File: src/rtl/sv_uart_tx_arbiter.sv
// -----------------------------------------------------------------------------
// sv_uart_tx_arbiter
//
// Round-robin arbiter that shares the single transmit channel of
// sv_uart_engine among NUM_SRC AXI-stream requesters. Each grant is held for
// one word (or, with packet lock, one whole packet), optionally followed by a
// programmable idle gap. The output word sits in a single register tagged with
// the ID of the source that produced it.
//
// Optional feature macro: SV_UART_ARB_PKT_LOCK_EN
//   defined   : grant held until the word captured with tlast drains
//   undefined : tlast ignored, re-arbitration after every drained word
//
// Ports
//   iclk          clock
//   irst          synchronous active-high reset
//   s_axis_tdata  requester data, source i at [i*DATA_WIDTH +: DATA_WIDTH]
//   s_axis_tvalid per-source valid
//   s_axis_tlast  per-source end of packet
//   s_axis_tready per-source ready (at most one bit high)
//   m_axis_tdata  data to the engine
//   m_axis_tvalid valid to the engine
//   m_axis_tready engine ready
//   m_axis_tid    source of the word in the output register
//   igap          idle cycles inserted after each grant ends
//   ogrant        one-hot current grant (zero outside XFER)
//   obusy         high in every state except ARB
// -----------------------------------------------------------------------------
module sv_uart_tx_arbiter #(
  parameter int DATA_WIDTH = 24,
  parameter int NUM_SRC    = 4,
  parameter int ID_WIDTH   = $clog2(NUM_SRC)
) (
  input  logic                          iclk,
  input  logic                          irst,
  input  logic [NUM_SRC*DATA_WIDTH-1:0] s_axis_tdata,
  input  logic [NUM_SRC-1:0]            s_axis_tvalid,
  input  logic [NUM_SRC-1:0]            s_axis_tlast,
  output logic [NUM_SRC-1:0]            s_axis_tready,
  output logic [DATA_WIDTH-1:0]         m_axis_tdata,
  output logic                          m_axis_tvalid,
  input  logic                          m_axis_tready,
  output logic [ID_WIDTH-1:0]           m_axis_tid,
  input  logic [15:0]                   igap,
  output logic [NUM_SRC-1:0]            ogrant,
  output logic                          obusy
);

  typedef enum logic [1:0] {ARB, XFER, GAP} state_t;

  state_t                state, state_n;
  logic [ID_WIDTH-1:0]   gidx, gidx_n;
  logic [ID_WIDTH-1:0]   last_grant;
  logic [ID_WIDTH-1:0]   sel_idx;
  logic [ID_WIDTH-1:0]   cand_id;
  logic                  sel_found;
  logic [15:0]           gap_cnt, gap_cnt_n;
  logic [NUM_SRC-1:0]    ogrant_n;
  logic                  cap, drn, grant_end;

  logic                  vld_p0;
  logic [DATA_WIDTH-1:0] data_p0;
  logic [ID_WIDTH-1:0]   tid_p0;

`ifdef SV_UART_ARB_PKT_LOCK_EN
  logic                  last_p0;
`else
  logic                  unused_tlast;
  assign unused_tlast = ^s_axis_tlast;
`endif

  // Search upward from last_grant+1, wrapping modulo NUM_SRC; the first
  // valid source found wins.
  always_comb begin
    sel_found = 1'b0;
    sel_idx   = '0;
    cand_id   = '0;
    for (int k = 1; k <= NUM_SRC; k++) begin
      cand_id = ID_WIDTH'((int'(last_grant) + k) % NUM_SRC);
      if (!sel_found && s_axis_tvalid[cand_id]) begin
        sel_found = 1'b1;
        sel_idx   = cand_id;
      end
    end
  end

  // Ready only for the granted source and only while the output register is
  // empty, so capture and drain can never coincide.
  always_comb begin
    s_axis_tready = '0;
    if (state == XFER) s_axis_tready[gidx] = ~vld_p0;
  end

  assign cap = (state == XFER) && s_axis_tvalid[gidx] && !vld_p0;
  assign drn = vld_p0 && m_axis_tready;

`ifdef SV_UART_ARB_PKT_LOCK_EN
  assign grant_end = (state == XFER) && drn && last_p0;
`else
  assign grant_end = (state == XFER) && drn;
`endif

  always_comb begin
    state_n   = state;
    gidx_n    = gidx;
    gap_cnt_n = gap_cnt;
    case (state)
      ARB: begin
        if (sel_found) begin
          state_n = XFER;
          gidx_n  = sel_idx;
        end
      end
      XFER: begin
        if (grant_end) begin
          if (igap != 16'd0) begin
            state_n   = GAP;
            gap_cnt_n = igap;
          end else begin
            state_n = ARB;
          end
        end
      end
      GAP: begin
        if (gap_cnt == 16'd1) begin
          state_n   = ARB;
          gap_cnt_n = 16'd0;
        end else begin
          gap_cnt_n = gap_cnt - 16'd1;
        end
      end
      default: state_n = ARB;
    endcase
    ogrant_n = '0;
    if (state_n == XFER) ogrant_n[gidx_n] = 1'b1;
  end

  always_ff @(posedge iclk) begin
    if (irst) begin
      state      <= ARB;
      gidx       <= '0;
      last_grant <= ID_WIDTH'(NUM_SRC - 1);
      gap_cnt    <= '0;
      ogrant     <= '0;
      obusy      <= 1'b0;
    end else begin
      state   <= state_n;
      gidx    <= gidx_n;
      gap_cnt <= gap_cnt_n;
      ogrant  <= ogrant_n;
      obusy   <= (state_n != ARB);
      if (state == ARB && sel_found) last_grant <= sel_idx;
    end
  end

  // ---- stage p0: output register (reset clears it and drops any held word)
  always_ff @(posedge iclk) begin
    if (irst) begin
      vld_p0  <= 1'b0;
      data_p0 <= '0;
      tid_p0  <= '0;
`ifdef SV_UART_ARB_PKT_LOCK_EN
      last_p0 <= 1'b0;
`endif
    end else if (cap) begin
      vld_p0  <= 1'b1;
      data_p0 <= s_axis_tdata[int'(gidx)*DATA_WIDTH +: DATA_WIDTH];
      tid_p0  <= gidx;
`ifdef SV_UART_ARB_PKT_LOCK_EN
      last_p0 <= s_axis_tlast[gidx];
`endif
    end else if (drn) begin
      vld_p0  <= 1'b0;
    end
  end

  assign m_axis_tvalid = vld_p0;
  assign m_axis_tdata  = data_p0;
  assign m_axis_tid    = tid_p0;

endmodule

File: config.mk
export PLATFORM = sky130hd
export DESIGN_NAME = sv_uart_tx_arbiter
export DESIGN_NICKNAME = d
export VERILOG_FILES = /design/src/rtl/sv_uart_tx_arbiter.sv
export SDC_FILE = /design/constraint.sdc
export NUM_CORES = 1
export LEC_CHECK = 0
export ABC_AREA = 1
export BUFFER_PORTS_ARGS = -buffer_cell sky130_fd_sc_hd__clkbuf_2
export CAP_MARGIN = 20
export CORE_ASPECT_RATIO = 0.5
export CORE_MARGIN = 2
export CORE_UTILIZATION = 40
export DETAILED_ROUTE_END_ITERATION = 12
export PLACE_DENSITY = 0.7
export SLEW_MARGIN = 20
export SYNTH_ARGS = -nofsm -noshare
export SYNTH_HDL_FRONTEND = slang
export SYNTH_SLANG_ARGS = --single-unit
File: constraint.sdc
create_clock -name iclk -period 3.3 [get_ports iclk]
set_clock_uncertainty 0.2 [all_clocks]
set_input_delay 0.33 -clock iclk [delete_from_list [all_inputs] [get_ports iclk]]
set_output_delay 0.33 -clock iclk [all_outputs]
set_load 0.1 [all_outputs]
After elaboration in Yosys (flattened, before gate mapping)
Cells that the tools add are included.
W data, S select, Z words.
{ "classes": {"n_reduce_logical": 21, "n_shift": 1, "n_addsub": 5, "n_mul": 1, "bitwise_logic": 3, "mux": 36, "order_cmp": 8, "n_eq_ne": 6} }
{ "op_table": {"columns": ["cell", "n"], "rows": [
  ["$shiftx A96 B8 Y24", 1],
  ["$mux W16", 3],
  ["$pmux W16 S2", 1],
  ["$mux W2", 10],
  ["$lt A2 B3 Y1 const B", 6],
  ["$eq A16 B1 Y1 const B", 1],
  ["$reduce_bool A16 Y1", 1],
  ["$sub A16 B1 Y16 const B", 1],
  ["$mux W1", 13],
  ["$bmux W1 S2", 5],
  ["$logic_and A1 B1 Y1", 10],
  ["$pmux W2 S3", 1],
  ["$reduce_bool A2 Y1", 3],
  ["$add A2 B1 Y2 const B", 2],
  ["$add A2 B2 Y2 const B", 2],
  ["$and A4 B4 Y4", 1],
  ["$demux W1 S2", 2],
  ["$eq A2 B1 Y1 const B", 2],
  ["$ge A2 B1 Y1 const B", 2],
  ["$logic_not A1 Y1", 4],
  ["$mul A2 B2 Y4 const B", 1],
  ["$mux W4", 1],
  ["$reduce_and A3 Y1", 1],
  ["$eq A2 B2 Y1 const B", 1],
  ["5 further kinds", 6]
]} }
{ "totals": {"regBits": 54, "out_inout_bits": 36, "word_cells": 90, "inputBits": 123} }

Longest topological paths before layout
Gate-level depths: netlist of the first run.
{ "depth": {"ltp_word": 19, "mapped_depth": 15, "depth_no_buf": 13} }

Worst setup path before layout of the first run
Ideal clock, no wire load.
{ "synth_path": {"kind": "register to output", "startpoint": "reg vld_p0 (netlist: m_axis_tvalid)", "endpoint": "out s_axis_tready[0]", "arrival_ns": 3.070, "path_slack_ns": -0.300, "t_required_ns": 2.770, "path_buffers": 0, "stages_incl_launch_ff": 4, "cell_sequence": "dfxtp_1 -> nor2_1 -> inv_1 -> nor3_1"} }
{ "synth_via": {"elab_chain_len": 3} }
{ "synth_lines": {"columns": ["element", "line", "source"], "rows": [
  ["start, declared", "61", "logic vld_p0;"],
  ["start signal, assigned", "159", "vld_p0 <= 1'b0;"],
  ["start signal, assigned", "166", "vld_p0 <= 1'b1;"],
  ["start signal, assigned", "173", "vld_p0 <= 1'b0;"],
  ["$not A1 Y1", "91", "if (state == XFER) s_axis_tready[gidx] = ~vld_p0;"],
  ["$and A4 B4 Y4 (no source line)", null, null],
  ["$mux W4", "91", null],
  ["end, declared", "39", "output logic [NUM_SRC-1:0] s_axis_tready,"]
]} }
No other way between the ends.

Worst setup path in the final report of the first run
{ "layout_path": {"startpoint": "reg gidx[1]", "endpoint": "reg tid_p0[0] (netlist: m_axis_tid[0])"} }
{ "layout_via": {"elab_chain_len": 4} }
{ "layout_lines": {"columns": ["element", "line", "source"], "rows": [
  ["start, declared", "52", "logic [ID_WIDTH-1:0] gidx, gidx_n;"],
  ["start signal, assigned", "148", "gidx <= gidx_n;"],
  ["$bmux W1 S2", "94", "assign cap = (state == XFER) && s_axis_tvalid[gidx] && !vld_p0;"],
  ["$mux W1 (implied by the code)", "94", null],
  ["$logic_and A1 B1 Y1 (2 in a row)", "94", null],
  ["end signal, assigned", "168", "tid_p0 <= gidx;"],
  ["end, declared", "63", "logic [ID_WIDTH-1:0] tid_p0;"]
]} }
No other way between the ends. The select of a mux whose other input is x is not followed.
A chain may end at the register's enable or synchronous reset.

==> results of run 1 <==
## power breakdown
group / switching (mW) / internal (mW) / total [mW]
Clock: 0.240 / 0.302 / 0.542
Sequential: 0.161 / 0.840 / 1.00
Combinational: 2.18 / 0.651 / 2.83
Total: 2.59 / 1.79 / 4.38
## how the worst max path moves through the flow
stage	cells after the start	slack, ns	to
final	7	0.70	m_axis_tid[0]
after global routing	7	0.38	m_axis_tid[0]
after CTS	7	0.68	m_axis_tid[0]
after detailed placement	7	0.70	m_axis_tid[0]
after global placement	7	0.74	m_axis_tid[0]
after floorplan	3	0.47	s_axis_tready[1]
## state kept, by name (all words and copies together) (netlist names)
| signal | flops |
|---|---|
| state | 2 |
| gap_cnt | 16 |
| m_axis_tdata | 24 |
| ogrant | 4 |
| m_axis_tid | 2 |
| m_axis_tvalid | 1 |
| last_grant | 2 |
| obusy | 1 |
| gidx | 2 |
## cell usage after synthesis, types with 3 or more instances
cell type	count
o21ai_0	55
inv_2	6
nor4_1	5
nand2_2	9
nand3_1	93
a21oi_1	15
buf_6	4
nand2_1	95
o21ai_1	3
clkbuf_1	20
buf_2	4
nand4_1	28
nand3_2	4
inv_1	31
nor2_1	95
dfxtp_1	54
xor2_1	6
nand2_4	5
## cell type report
cell class	count	area share
multi-input combinational	430	0.472
clock inverter	1	0.00112
timing repair buffer	160	0.186
tap	117	0.0327
inverter	40	0.0346
clock buffer	7	0.0319
sequential	54	0.242
## metal layers
| metal | vias to the layer above | part of all wire | global-route usage |
|---|---|---|---|
| li1 | 2132 | - | - |
| met3 | 6 | 0.060 | 0.0436 |
| met5 | - | 0 | 0 |
| met1 | 1890 | 0.47 | 0.300 |
| met2 | 120 | 0.47 | 0.371 |
| met4 | 0 | 0.0061 | 0.0313 |
## tightest hold or removal path, cell delays in order
cell and delay [ns]:
clkbuf_2 0.09, nand2_1 0.05, nand3_1 0.07, nand2_1 0.04
inv_1 0.04
## metrics by stage
stage	power, mW	setup WS [ns]	utilization	hold WS [ns]	cell area [µm²]
after detailed placement	3.85	0.701	0.502	0.271	4330
after floorplan	3.36	0.466	-	0.199	3510
after CTS	4.39	0.681	0.520	0.141	4480
after global routing	4.67	0.379	0.520	0.152	4480
after global placement	3.82	0.745	0.502	0.264	4330
final	4.38	0.702	0.520	0.147	4480
## kinds of logic (layout without fill, tap and decap cells)
family          Yosys count  in the layout  synth area share
simple gates            339            339             0.450
compound gates           82             82             0.126
buf+inv                  72            208            0.0906
flops                    54             54             0.308
xor+xnor                  7              7            0.0175
fa+ha+maj                 2              2           0.00713
==> results.py, run 1 <==
metrics = {
    "cells_and_area": {
        "nNetsFinal": 816,
        "instances_no_fill": 809,
        "n_fill_cell": 903,
        "multi_input_area_mm2": 0.00211,
        "final_cell_mix": "clkbuf_2 (153), nand2_1 (95), nor2_1 (95)",
        "ff_latch_area_mm2": 0.00108,
        "syn_to_final_growth_pct": 27.6,
        "drive_gt1_frac": 0.292,
        "final_common_cell": "clkbuf_2",
        "antenna-diode-count": 0,
    },
    "sta": {
        "hold_violations": 0,
        "fmax_mhz": 385,
        "slew_violations": 0,
        "worst_pin_slew_ns": 0.868,
        "relSlewSlack": 0.421,
        "rsz0062_at_grt": "false",
        "min_period_ns": 2.60,
        "setup_viol": 0,
        "tns_ns": 0,
        "finalCritPeriodShare": 0.787,
    },
    "worst_setup_path": {
        "rrSetupSlack_ns": 0.70,
        "cp_max_fo": 52,
        "crit_chain": "buf_4, nand2_1, o221ai_1, nand2_2, inv_2, o21ai_0, a21oi_1",
        "worstSetupPathType": "reg2reg",
        "reg2reg_depth": 7,
        "crit_start": "gidx[1]",
        "crit_family": "buffers and inverters",
        "start_kind": "register",
        "worstPathArrival_ns": 2.62,
        "cp_slowest_cell": "inv_2",
        "setup.worst_path.end_class": "register",
        "rr_endpoint": "m_axis_tid[0]",
        "worst_ep_required_time_ns": 3.33,
        "slowest_delay_ns": 0.50,
        "rr_startpoint": "gidx[1]",
        "crit_buf_inv": 2,
    },
    "clocking": {
        "cts_tree": "built",
        "clkLatencyLatePin_ns": 0.29,
        "cts.sinks": 54,
        "cts_buffers": 5,
        "hold_buffers": 0,
        "postCtsSetupBuffers": 0,
        "clk_pin_slew_ns": 0.07,
        "cts_resized": 0,
        "cts_root_buf": "clkbuf_16",
        "cts.path.max_buffers": 2,
        "cts_max_level": 2,
    },
    "placed_design": {
        "io_buffers": 154,
        "dp_cells": 801,
        "dpl.hpwl_mm": 7.84,
        "gp_congestion": 0.832,
    },
    "routing": {
        "dr.pass1.iters": 5,
        "drcViolationCount": 0,
        "final_antenna_net_count": 0,
        "dr_total_vias": 4148,
        "wl_mm": 10.7,
        "drt-initial-drc-count": 224,
        "routedWlPerCell_um": 13.2,
        "viasPerCell": 5.13,
    },
    "min_path": {
        "hold_class": "in2reg",
        "holdPathEnd": "gap_cnt[7]",
        "hold_depth": 5,
        "hold_start": "igap[7]",
    },
    "synthesis": {
        "syn_nets": 681,
        "synth-seq-cells": 54,
        "synth-main-ff-cell": "dfxtp_1",
        "yosysTopAreaCell": "dfxtp_1",
        "synth_top_area_share": 0.308,
        "syn_avg_cell_area_um2": 6.31,
        "synth_area_mm2": 0.00351,
        "synth_area_leaders": "dfxtp_1 (31%), nand3_1 (13%), nand2_1 (10%)",
        "ys_async_sr_fraction": 0,
        "synth.distinct_cells": 35,
        "yosys_warnings": 0,
        "synth-edff-count": 0,
        "syn_inst": 556,
        "ys_seq_area_frac": 0.308,
    },
    "global_routing": {
        "grt_overflow": 0,
        "grt_util_all_layers": 0.221,
        "grt_pass1_wl_mm": 17.0,
        "antenna_found_initial": 0,
        "first_global_vias": 3620,
        "grt_max_degree": 53,
    },
    "floorplanning": {
        "initial_core_util": 0.407,
        "core_area_mm2": 0.00862,
        "num_rows": 24,
        "die_w_um": 136,
        "dieArea_mm2": 0.00958,
        "die_h_um": 70.2,
        "pin_count": 159,
    },
    "power": {
        "leakage_nw": 2.21,
        "ir_worst_vdd_uv": 380,
        "p_per_area_mw_per_mm2": 978,
    },
    "job": {
        "max-cap-violations": 0,
    },
    "run_status": {
        "status": "finished, final reports clean",
    },
}
No activity file was read; power rests on OpenSTA's default activity.
==> run 2, diff against run 1 <==
==> constraint.sdc (replaced) <==
create_clock -name iclk -period 2.6 [get_ports iclk]
set_clock_uncertainty 0.2 [all_clocks]
set_input_delay 0.26 -clock iclk [delete_from_list [all_inputs] [get_ports iclk]]
set_output_delay 0.26 -clock iclk [all_outputs]
set_load 0.1 [all_outputs]
==> results.py, run 2 (synthesized netlist as in run 1, its figures left out) <==
metrics = {
    "routing": {
        "dr.pass1.iters": 5,
        "drcViolationCount": 0,
        "final_antenna_net_count": 0,
        "drt-initial-drc-count": 206,
        "routedWlPerCell_um": 13.2,
        "wl_mm": 10.7,
        "viasPerCell": 5.10,
        "dr_total_vias": 4150,
    },
    "clocking": {
        "postCtsSetupBuffers": 0,
        "cts.path.max_buffers": 2,
        "cts_tree": "built",
        "cts_buffers": 5,
        "clk_pin_slew_ns": 0.07,
        "cts.sinks": 54,
        "clkLatencyLatePin_ns": 0.29,
        "cts_resized": 0,
        "hold_buffers": 0,
        "cts_root_buf": "clkbuf_16",
        "cts_max_level": 2,
    },
    "global_routing": {
        "grt_util_all_layers": 0.228,
        "grt_overflow": 0,
        "grt_pass1_wl_mm": 17.7,
        "antenna_found_initial": 0,
        "first_global_vias": 3740,
        "grt_max_degree": 45,
    },
    "min_path": {
        "hold_start": "irst",
        "hold_class": "in2reg",
    },
    "power": {
        "total_power_mw": 5.58,
        "leakage_nw": 2.23,
        "p_per_area_mw_per_mm2": 1230,
        "ir_worst_vdd_uv": 651,
    },
    "worst_setup_path": {
        "crit_buf_inv": 4,
        "worst_ep_required_time_ns": 2.14,
        "worstPathArrival_ns": 1.83,
        "crit_top_cell": "inv_1",
        "crit_chain": "inv_1, nor2_1, inv_1, nor2_1, inv_1, nor3_2, clkbuf_2",
        "cp_slowest_cell": "clkbuf_2",
        "crit_family": "buffers and inverters",
        "worstSetupPathType": "reg2out",
        "start_kind": "register",
        "cp_max_fo": 4,
        "slowest_delay_ns": 0.48,
        "setup.worst_path.end_class": "output port",
        "crit_start": "state[0]",
        "rr_startpoint": "gidx[0]",
    },
    "sta": {
        "tns_ns": 0,
        "worst_pin_slew_ns": 0.587,
        "hold_violations": 0,
        "fin_ws_ns": 0.312,
        "relSlewSlack": 0.609,
        "min_period_ns": 2.29,
        "slew_violations": 0,
        "setup_viol": 0,
        "rsz0062_at_grt": "false",
        "fmax_mhz": 437,
        "finalCritPeriodShare": 0.880,
    },
    "cells_and_area": {
        "largest_register_ffs": 24,
        "antenna-diode-count": 0,
        "final_cell_mix": "clkbuf_2 (152), nand2_1 (95), nor2_1 (95)",
        "multi_input_area_mm2": 0.00211,
        "syn_to_final_growth_pct": 28.9,
        "drive_gt1_frac": 0.296,
        "nNetsFinal": 820,
        "ff_latch_area_mm2": 0.00108,
        "n_fill_cell": 888,
        "final_common_cell": "clkbuf_2",
    },
    "floorplanning": {
        "core_area_mm2": 0.00862,
        "pin_count": 159,
        "die_w_um": 136,
        "dieArea_mm2": 0.00958,
        "num_rows": 24,
        "die_h_um": 70.2,
        "initial_core_util": 0.407,
    },
    "placed_design": {
        "pre_cts_ws_ns": 0.470,
        "gp_congestion": 0.832,
        "io_buffers": 154,
        "dpl.hpwl_mm": 7.86,
    },
    "run_status": {
        "status": "finished, final reports clean",
    },
    "job": {
        "max-cap-violations": 0,
    },
}
## run 2: cell types whose count changed in the layout (fill, tap and decap cells not counted)
cell and delta:
buf_12 +1, clkbuf_2 -1, buf_4 +4
## run 2: path summary, 6_finish.rpt
kind         cells past startpoint  slack [ns]               end
max                              7        0.31  s_axis_tready[0]
min                              2        0.06           gidx[0]
min reg2reg                      2        0.28   m_axis_tdata[8]
max reg2reg                      8        0.48     m_axis_tid[0]
## run 2: cell type report
cell class	instances	share of cell area
multi-input combinational	430	0.467
sequential	54	0.240
timing repair buffer	164	0.194
inverter	40	0.0343
tap	117	0.0324
clock buffer	7	0.0315
clock inverter	1	0.00111
## run 2: power by group
part / switching (mW) / total, mW / leakage [nW] / internal, mW
sequential: 0.260 / 1.33 / 0.442 / 1.07
clock: 0.303 / 0.686 / 0.0739 / 0.383
combinational: 2.72 / 3.57 / 1.72 / 0.854
## run 2: metal layers
metal  routed length, µm  track usage  part of all wire
met5                   0            0                 0
met4                 124       0.0440             0.012
met3                 576       0.0450             0.054
met2                5040        0.374              0.47
met1                4990        0.313              0.46
## run 2: per-stage QoR
step | cells | util | cell area, µm² | hold WS (ns)
global route | 813 | 0.525 | 4520 | 0.0794
floorplan | 556 | - | 3510 | 0.129
finish | 813 | 0.525 | 4520 | 0.0639
CTS | 813 | 0.525 | 4520 | 0.0560
global placement | 805 | 0.508 | 4380 | 0.263
detailed placement | 805 | 0.508 | 4380 | 0.271
==> run 3, diff against run 2 <==
--- a/config.mk
+++ b/config.mk
@@ -5,14 +5,13 @@
 export SDC_FILE = /design/constraint.sdc
 export NUM_CORES = 1
 export LEC_CHECK = 0
-export ABC_AREA = 1
 export BUFFER_PORTS_ARGS = -buffer_cell sky130_fd_sc_hd__clkbuf_2
 export CAP_MARGIN = 20
 export CORE_ASPECT_RATIO = 0.5
 export CORE_MARGIN = 2
 export CORE_UTILIZATION = 40
 export DETAILED_ROUTE_END_ITERATION = 12
-export PLACE_DENSITY = 0.7
+export PLACE_DENSITY = 0.71
 export SLEW_MARGIN = 20
 export SYNTH_ARGS = -nofsm -noshare
 export SYNTH_HDL_FRONTEND = slang
==> results.py, run 3 <==
metrics = {
    "run_status": {
        "status": "finished, final reports clean",
    },
    "routing": {
        "wirelength_met1_mm": 3.73,
        "drcViolationCount": 0,
        "viasPerCell": 5.27,
        "met2_length_mm": 4.19,
        "final_antenna_net_count": 0,
        "wl_mm": 8.54,
        "dr_total_vias": 3191,
        "dr.pass1.iters": 4,
        "wl_met3_um": 577,
        "routedWlPerCell_um": 14.1,
        "drt-initial-drc-count": 242,
        "top_layer_used": "met4",
    },
    "clocking": {
        "cts_tree": "built",
        "hold_buffers": 0,
        "cts_max_level": 2,
        "cts_root_buf": "clkbuf_16",
        "clkLatencyLatePin_ns": 0.29,
        "cts_resized": 0,
        "cts.path.max_buffers": 2,
        "cts_buffers": 5,
        "cts.sinks": 54,
        "clk_pin_slew_ns": 0.07,
        "postCtsSetupBuffers": 0,
    },
    "placed_design": {
        "pre_cts_ws_ns": 0.530,
        "gp_congestion": 0.811,
        "dpl.hpwl_mm": 6.35,
        "io_buffers": 154,
    },
    "worst_setup_path": {
        "setup.worst_path.end_class": "output port",
        "worst_ep_required_time_ns": 2.14,
        "slowest_delay_ns": 0.46,
        "worstSetupPathType": "reg2out",
        "worstPathArrival_ns": 1.82,
        "crit_chain": "nand2b_1, nor2_1, nand2_1, nor2_2, clkbuf_2",
        "crit_buf_inv": 1,
        "cp_slowest_cell": "clkbuf_2",
        "start_kind": "register",
        "cp_max_fo": 7,
        "crit_family": "simple AND/OR/NAND/NOR gates",
    },
    "power": {
        "power_frac_comb": 0.358,
        "p_sw_frac": 0.371,
        "ir_worst_vdd_uv": 369,
        "p_per_area_mw_per_mm2": 620,
        "p_int_mw": 1.67,
        "power_frac_seq": 0.355,
        "leakage_nw": 1.85,
        "clkPwrFrac": 0.286,
        "p_sw_mw": 0.985,
    },
    "cells_and_area": {
        "drive_gt1_frac": 0.438,
        "syn_to_final_growth_pct": 33.4,
        "antenna-diode-count": 0,
        "final_cell_mix": "clkbuf_2 (152), nand2_1 (74), dfxtp_1 (53)",
        "nNetsFinal": 617,
        "final_common_cell": "clkbuf_2",
        "largest_register_ffs": 24,
    },
    "synthesis": {
        "synth_top_area_share": 0.337,
        "synth-main-ff-cell": "dfxtp_1",
        "syn_avg_cell_area_um2": 9.25,
        "yosysMostFrequentCell": "nand2_1",
        "synth.distinct_cells": 63,
        "yosys_warnings": 0,
        "ys_async_sr_fraction": 0,
        "synth-edff-count": 0,
        "syn_nets": 472,
        "syn_inst": 347,
        "synth_common_cells": "nand2_1 (74), dfxtp_1 (54), a21oi_1 (44)",
        "synth-seq-cells": 54,
        "synth_area_leaders": "dfxtp_1 (34%), mux4_2 (17%), nand2_1 (8.7%)",
        "yosysTopAreaCell": "dfxtp_1",
        "ys_seq_area_frac": 0.337,
        "synth_area_mm2": 0.00321,
    },
    "floorplanning": {
        "dieArea_mm2": 0.00880,
        "die_h_um": 67.3,
        "initial_core_util": 0.407,
        "pin_count": 159,
        "die_w_um": 131,
        "core_area_mm2": 0.00789,
        "num_rows": 23,
    },
    "sta": {
        "hold_violations": 0,
        "worst_pin_slew_ns": 0.745,
        "rsz0062_at_grt": "false",
        "relSlewSlack": 0.501,
        "fmax_mhz": 438,
        "fin_ws_ns": 0.319,
        "min_period_ns": 2.28,
        "setup_viol": 0,
        "tns_ns": 0,
        "finalCritPeriodShare": 0.877,
        "slew_violations": 0,
    },
    "min_path": {
        "hold_class": "in2reg",
    },
    "global_routing": {
        "first_global_vias": 2794,
        "antenna_found_initial": 0,
        "grt_overflow": 0,
        "grt_max_degree": 32,
        "grt_util_all_layers": 0.191,
        "grt_pass1_wl_mm": 13.2,
    },
    "job": {
        "max-cap-violations": 0,
    },
}
==> run 3: changes by cell type after synthesis, moves of 5 or more <==
cell      previous run  this run
clkbuf_1            20        11
nand2_4              5         0
o21ai_0             55         6
nand3_1             93         2
inv_1               31         6
inv_2                6         0
nand4_1             28         4
o32ai_1              0         5
a21oi_1             15        44
mux4_2               0        24
nand2_1             95        74
nand2_2              9         1
nand2b_1             0         7
nor2_1              95        16
==> run 3: cell families after synthesis <==
family / share of synthesized area
xor gates and xnor gates: 0.0136
and+or+nand+nor: 0.234
muxes: 0.178
adders and majority gates: 0.00780
AOI/OAI and AO/OA: 0.185
buffers and inverters: 0.0441
DFF: 0.337
==> run 3: through the flow <==
| stage | total power, mW | instance area (µm²) | std cells | hold WS, ns | utilization |
|---|---|---|---|---|---|
| after detailed placement | 1.92 | 4120 | 597 | 0.245 | 0.522 |
| after CTS | 2.68 | 4280 | 605 | 0.0341 | 0.543 |
| after floorplan | 1.70 | 3220 | 347 | 0.220 | - |
| after global placement | 1.91 | 4120 | 597 | 0.241 | 0.522 |
| after global routing | 2.78 | 4280 | 605 | 0.0492 | 0.543 |
| final | 2.66 | 4280 | 605 | 0.0409 | 0.543 |
==> run 3: cell type report <==
cell class	instances	area [µm²]
timing repair buffer	162	873
clock inverter	1	30.0
fill	741	3600
inverter	6	22.5
clock buffer	7	133
sequential	54	1080
multi-input combinational	263	2000
tap	112	140
==> run 3: path summary, 6_finish.rpt <==
check	from	end	slack [ns]	cells past startpoint
min	igap[4]	gap_cnt[4]	0.04	3
min reg2reg	m_axis_tid[1]	m_axis_tid[1]	0.25	2
max reg2reg	gap_cnt[1]	obusy	0.53	7
max	state[1]	s_axis_tready[1]	0.32	5
==> run 3: layer usage <==
metal,global-route usage,up-vias
met1,0.240,1501
li1,-,1578
met3,0.0531,5
met2,0.336,107
met5,0,-
met4,0.0372,0
==> run 3: worst register-to-register path: cells and delay by family, from the launching register on <==
family,cells,cell delay [ns]
fa+ha+maj,1,0.15
buf+inv,1,0.12
simple gates,4,1.08
flops,1,0.34
compound gates,1,0.07
==> run 3: power groups by stage <==
stage                     sequential, mW  combinational (mW)  clock [mW]
after detailed placement           0.963               0.956           0
after CTS                          0.945               0.957       0.775
after global routing               0.953                1.02       0.810
after floorplan                     1.26               0.444           0
final                              0.944               0.952       0.760
after global placement             0.962               0.947           0
